===== src/rtl/store_buffer_pkg.sv =====
// Shared constants and the entry type for the store buffer.
package store_buffer_pkg;

  localparam int          SB_DEPTH_DEFAULT = 4;
  localparam logic [31:0] SB_LED_ADDR      = 32'h0000_2000;

  localparam int SM_SIGNED = 3;
  localparam int SM_WORD   = 2;
  localparam int SM_HALF   = 1;
  localparam int SM_BYTE   = 0;

  typedef struct packed {
    logic [31:0] addr;
    logic [31:0] data;
    logic [3:0]  sign_mask;
  } entry_t;

endpackage


===== src/rtl/store_buffer_fifo.sv =====
// Entry storage, wrapping pointers and occupancy count for the store buffer.
module store_buffer_fifo
  import store_buffer_pkg::*;
#(
  parameter int DEPTH = SB_DEPTH_DEFAULT
) (
  input  logic                          clk,
  input  logic                          reset,
  input  logic                          i_push,
  input  entry_t                        i_entry,
  input  logic                          i_pop,
  output entry_t                        o_head,
  output logic [$clog2(DEPTH):0]        o_count,
  output logic [DEPTH-1:0]              o_valid,
  output logic [DEPTH-1:0][29:0]        o_word_addr
);

  localparam int PTR_W = $clog2(DEPTH);

  entry_t           r_mem [DEPTH];
  logic [PTR_W-1:0] r_rd_ptr;
  logic [PTR_W-1:0] r_wr_ptr;
  logic [PTR_W:0]   r_count;

  always_ff @(posedge clk) begin
    if (reset) begin
      r_rd_ptr <= '0;
      r_wr_ptr <= '0;
      r_count  <= '0;
    end else begin
      if (i_push) r_wr_ptr <= r_wr_ptr + PTR_W'(1);
      if (i_pop)  r_rd_ptr <= r_rd_ptr + PTR_W'(1);
      case ({i_push, i_pop})
        2'b10:   r_count <= r_count + (PTR_W+1)'(1);
        2'b01:   r_count <= r_count - (PTR_W+1)'(1);
        default: r_count <= r_count;
      endcase
    end
  end

  // Entry payload carries no reset; validity comes from the pointers and count.
  always_ff @(posedge clk) begin
    if (i_push) r_mem[r_wr_ptr] <= i_entry;
  end

  for (genvar g = 0; g < DEPTH; g++) begin : g_slot
    logic [PTR_W-1:0] w_off;
    assign w_off          = PTR_W'(g) - r_rd_ptr;
    assign o_valid[g]     = ({1'b0, w_off} < r_count);
    assign o_word_addr[g] = r_mem[g].addr[31:2];
  end

  assign o_head  = (r_count != '0) ? r_mem[r_rd_ptr] : '0;
  assign o_count = r_count;

endmodule


===== src/rtl/store_buffer.sv =====
// Store buffer between pipeline and data memory: loads bypass, stores drain in order.
// Optional STORE_BUFFER_STATS_EN adds a saturating stall-cycle counter output.
module store_buffer
  import store_buffer_pkg::*;
#(
  parameter int DEPTH = SB_DEPTH_DEFAULT
) (
  input  logic        clk,
  input  logic        reset,
  input  logic [31:0] cpu_addr,
  input  logic [31:0] cpu_write_data,
  input  logic        cpu_memwrite,
  input  logic        cpu_memread,
  input  logic [3:0]  cpu_sign_mask,
  output logic        cpu_stall,
  output logic [31:0] mem_addr,
  output logic [31:0] mem_write_data,
  output logic        mem_memwrite,
  output logic        mem_memread,
  output logic [3:0]  mem_sign_mask,
  input  logic        mem_clk_stall
`ifdef STORE_BUFFER_STATS_EN
  ,
  output logic [31:0] stall_count
`endif
);

  localparam int CNT_W = $clog2(DEPTH) + 1;

  entry_t                 w_head;
  entry_t                 w_push_entry;
  logic [CNT_W-1:0]       w_count;
  logic [DEPTH-1:0]       w_valid;
  logic [DEPTH-1:0]       w_match;
  logic [DEPTH-1:0][29:0] w_word_addr;
  logic                   w_is_store;
  logic                   w_full;
  logic                   w_hazard;
  logic                   w_load_pass;
  logic                   w_drain;
  logic                   w_push;

  assign w_push_entry = '{addr: cpu_addr, data: cpu_write_data, sign_mask: cpu_sign_mask};

  store_buffer_fifo #(.DEPTH(DEPTH)) u_fifo (
    .clk         (clk),
    .reset       (reset),
    .i_push      (w_push),
    .i_entry     (w_push_entry),
    .i_pop       (w_drain),
    .o_head      (w_head),
    .o_count     (w_count),
    .o_valid     (w_valid),
    .o_word_addr (w_word_addr)
  );

  // Hazard is a word-granular match against every live entry.
  for (genvar g = 0; g < DEPTH; g++) begin : g_cmp
    assign w_match[g] = w_valid[g] & (w_word_addr[g] == cpu_addr[31:2]);
  end

  // A simultaneous read+write request is a load; its store half is dropped.
  assign w_is_store  = cpu_memwrite & ~cpu_memread;
  assign w_full      = (w_count == CNT_W'(DEPTH));
  assign w_hazard    = cpu_memread & (|w_match);
  assign w_load_pass = ~reset & cpu_memread & ~w_hazard;
  assign w_drain     = ~reset & ~w_load_pass & (w_count != '0) & ~mem_clk_stall;
  assign w_push      = ~reset & w_is_store & ~w_full;
  assign cpu_stall   = ~reset & (w_hazard | (w_is_store & w_full));

  always_comb begin
    mem_addr       = w_head.addr;
    mem_write_data = w_head.data;
    mem_sign_mask  = w_head.sign_mask;
    mem_memwrite   = w_drain;
    mem_memread    = w_load_pass;
    if (w_load_pass) begin
      mem_addr      = cpu_addr;
      mem_sign_mask = cpu_sign_mask;
    end
  end

`ifdef STORE_BUFFER_STATS_EN
  logic [31:0] r_stall_count;

  always_ff @(posedge clk) begin
    if (reset)
      r_stall_count <= '0;
    else if (cpu_stall && (r_stall_count != '1))
      r_stall_count <= r_stall_count + 32'd1;
  end

  assign stall_count = r_stall_count;
`endif

endmodule


===== config.mk =====
export PLATFORM = sky130hd
export DESIGN_NAME = store_buffer
export DESIGN_NICKNAME = d
export VERILOG_FILES = /design/src/rtl/store_buffer_pkg.sv /design/src/rtl/store_buffer_fifo.sv /design/src/rtl/store_buffer.sv
export SDC_FILE = /design/constraint.sdc
export NUM_CORES = 1
export LEC_CHECK = 0
export CORE_ASPECT_RATIO = 1.1
export CORE_MARGIN = 3
export CORE_UTILIZATION = 45
export CTS_CLUSTER_DIAMETER = 150
export DETAILED_ROUTE_END_ITERATION = 7
export GPL_ROUTABILITY_DRIVEN = 0
export PLACE_DENSITY_LB_ADDON = 0.12
export SYNTH_ARGS = -nofsm -noshare
export SYNTH_HDL_FRONTEND = slang
export SYNTH_HIERARCHICAL = 1
export SYNTH_SLANG_ARGS = --single-unit

===== constraint.sdc =====
create_clock -name clk -period 7.5 [get_ports clk]
set_clock_uncertainty 0.1 [all_clocks]
set_input_delay 1.5 -clock clk [delete_from_list [all_inputs] [get_ports clk]]
set_output_delay 1.5 -clock clk [all_outputs]
set_load 0.01 [all_outputs]

==> summary.txt <==
Critical path
  – Reg2reg path depth: 15
  – Type of destination of the critical path: output port
  – WP buf/inv: 3
  – Critical Path, Cell by Cell: clkdlybuf4s50_1 > xnor2_1 > nand4_1 > nor4_1 > a22oi_1 > nand4b_4 > buf_4 > mux2_2 > clkdlybuf4s50_1
  – Crit-path max FO: 23
  – Worst path slowest cell: clkdlybuf4s50_1
  – Critical path depth: 9
  – Crit path kind: in -> out
  – Worst EP required: a little under 6 ns
  – CP startpoint kind: primary input
  – Cell family with most CP delay: buffers and inverters
  – Max incr delay on CP: 0.60 ns
  – CP dominant cell by count: clkdlybuf4s50_1
  – Worst path arrival time: 5.01 ns

Min path
  – Worst min-delay path category: reg -> reg
  – Worst Hold Depth: 2

Routing
  – WL/cell: 23.25 um
  – Initial DRC Count: 390
  – Met3 wire len: 1658 um
  – Wire length on met1: around 12000 um
  – Vias: roughly 6800
  – Drt pass-1 iters: 5
  – Vias per inst: roughly 5.2
  – ANT nets after route: 0
  – Uppermost layer routed: met5
  – DRC Markers: 0
  – Routed met2 length: 15440 um
  – WL final: 30090 um

Layout
  – Share of cells above drive strength 1: 19.19%
  – Most common cell after layout, fill and taps aside: edfxtp_1
  – Fin nets: ~950
  – Leading cell types in the layout, fill and taps excluded: 272 x edfxtp_1, 143 x clkdlybuf4s50_1, 124 x xnor2_1
  – # diodes: 0
  – Post-route cell area: 0.01558 mm2
  – Area grow syn2layout: 12.17%
  – Post-layout util: approximately half

Clocking
  – Sinks on Clock Net: 281
  – Num CTS Buffers: 30
  – CTS clk-pin slew, worst paths: approximately 0.060 ns
  – CTS tree: yes
  – Resized cells post-CTS: 0
  – H-tree depth: 1
  – Buffer depth of the longest clock path: 3
  – CTS root buf: clkbuf_16
  – Hold-fix buffers, CTS: 0
  – Post-CTS Setup Inserts: 0
  – Clk_lat worst skew: 0.55 ns

Timing
  – Final cycle utilization of the critical path: approximately nine tenths
  – Final hold vios: 0
  – Tightest Pin Transition: 1.171 ns
  – Post-route minimum period: about 6.6 ns
  – Max-slew violations: 0
  – Worst slew margin: roughly a fifth
  – F_max: around 150 MHz
  – Setup TNS: 0 ns
  – Final worst setup slack: between 0.8 and 0.9 ns
  – Endpoints failing setup: 0
  – RSZ-0062 raised after global routing: false
  – WHS: 0.4762 ns

Yosys
  – Area contributors post-synth: edfxtp_1 59%, mux4_2 11%, xnor2_1 7.8%
  – Simple-gate share of the synthesized area: around 6%
  – Sequential element share of the synthesized area: between 60 and 70%
  – Post-synthesis compound-gate area fraction: 0.6126%
  – Mean cell area of the mapped netlist: 16.21 um2
  – Synth Net Count: 940
  – Yosys cell types: 37
  – Post-Synth XOR/XNOR Area: 7.945%
  – Area leader, netlist: edfxtp_1
  – Largest family of logic cells by synthesized area: multiplexers
  – Multiplexer share of the synthesized area: 14.50%
  – Count of state elements after synthesis: 281
  – Mapped Area: 0.01389 mm2
  – Adder-cell share of the synthesized area: 0.9549%
  – Synth Warn #: 6
  – Post-Syn Instances: 857
  – Synth top area share: 58.81%

Power and ir drop
  – VDD IR max: 172.9 uV
  – Comb pwr share: a little under 9%
  – Internal power: between 2 and 3 mW
  – P_sw: 0.7593 mW
  – Switching part of the total: between 20% and 30%
  – Lkg Pwr: 4.795 nW
  – PD cells: 228.2 mW/mm2
  – Reg power frac: 49.3%
  – Clock Power Share: 41.8%

Placement
  – Final HPWL DP: around 19000 um
  – Placed Area: 0.01458 mm2
  – Pre-CTS setup slack: 0.8262 ns
  – Count of buffers from port buffering: 143

Global route
  – First-pass GRT wire length: 45250 um
  – Largest net degree at the start of global routing: 69
  – Initial antenna violation count: 2
  – Total Routing Usage GR: 18.01%
  – Number of global-route vias before repair: 7363
  – Grt total ovfl: 0

Run status
  – Status: complete, no violations

Floorplan
  – Die Area: 0.03301 mm2
  – Boundary Pins: between 100 and 150
  – Core ar.: 0.02998 mm2
  – Die width: 173.5 um
  – Starting Density: 46.34%
  – Die Y: approximately 190 um
  – Row count: 66

Run
  – Max-cap violations: 0
cells in the mapped netlist:
master    count
clkbuf_1     12
nand2b_1      1
buf_4       135
nor4_1        8
nand4b_2      1
ha_1          9
dfxtp_1       9
mux2i_1       1
inv_1         9
o311a_1       1
o21bai_1      1
nor2_1       10
nand2_1       3
o21ba_2       1
mux4_2       68
buf_12        2
o21ai_0       1
or3_1         1
a21boi_0      1
nor3_2        1
buf_2        13
a22oi_1       2
nand4_1      28
nor3b_1       1
and2_1        4
a21oi_1       6
xor2_1        2
nor2b_1      68
buf_6        17
or2_1         3
fa_1          1
mux2_4       18
nor4b_1       1
mux2_2       18
xnor2_1     124
edfxtp_1    272
nand3_1       4
power groups by stage:
stage	Clock [mW]	Combinational (mW)	Sequential (mW)
6_report	1.49	0.316	1.75
5_1_grt	1.58	0.339	1.75
4_1_cts	1.52	0.321	1.75
3_5_place_dp	0	0.319	1.79
3_3_place_gp	0	0.317	1.79
2_1_floorplan	0	0.187	1.78
layer usage:
metal  vias to the layer above  track usage, %
met5                         -               0
met4                         4           4.772
met3                        43           3.524
met2                       180           32.04
met1                      3507           22.66
li1                       3056               -
worst reg2reg max path: cells and delay by family (launching register included):
kind	cells	cell delay (ns)
adders and majority gates	3	0.91
buffers and inverters	2	0.24
DFF	1	0.44
AOI/OAI and AO/OA	4	0.85
xor gates and xnor gates	1	0.17
and+or+nand+nor	5	1.43
state kept, by name (all words and copies together), names as in the netlist, named ones only:
name / flops
u_fifo/o_count: 3
u_fifo/r_mem: 272
u_fifo/r_rd_ptr: 2
u_fifo/r_wr_ptr: 2
per-stage QoR:
| step | instances | total power [mW] |
|---|---|---|
| 2_1_floorplan | 857 | 1.966 |
| 3_3_place_gp | 1238 | 2.102 |
| 3_5_place_dp | 1238 | 2.106 |
| 4_1_cts | 1294 | 3.594 |
| 5_1_grt | 1294 | 3.674 |
| 6_report | 1294 | 3.555 |
cell families after synthesis:
logic type               after synthesis
buffers and inverters                188
AO/OA/AOI/OAI                         13
XOR/XNOR                             126
flip-flops                           281
adder cells (fa/ha/maj)               10
multiplexers                         105
AND/OR/NAND/NOR                      134
final cells by class:
| class | count | area [um2] |
|---|---|---|
| Fill cell | 2478 | 14400 |
| Multi-Input combinational cell | 388 | 4178 |
| Clock inverter | 15 | 160.2 |
| Timing Repair Buffer | 152 | 1499 |
| Tap cell | 408 | 510.5 |
| Inverter | 9 | 33.78 |
| Sequential cell | 281 | 8356 |
| Clock buffer | 41 | 843.3 |
worst paths after layout:
| kind | to | startpoint | slack, ns |
|---|---|---|---|
| hold / removal | u_fifo/r_wr_ptr[0]$_SDFFE_PP0P_ | u_fifo/r_wr_ptr[0]$_SDFFE_PP0P_ | 0.48 |
| hold reg to reg | u_fifo/r_wr_ptr[0]$_SDFFE_PP0P_ | u_fifo/r_wr_ptr[0]$_SDFFE_PP0P_ | 0.48 |
| setup / recovery | mem_addr[30] | cpu_addr[24] | 0.89 |
| setup reg to reg | u_fifo/o_count[2]$_SDFFE_PP0P_ | u_fifo/o_count[1]$_SDFFE_PP0P_ | 3.29 |
No activity file was read; power rests on OpenSTA's default activity.
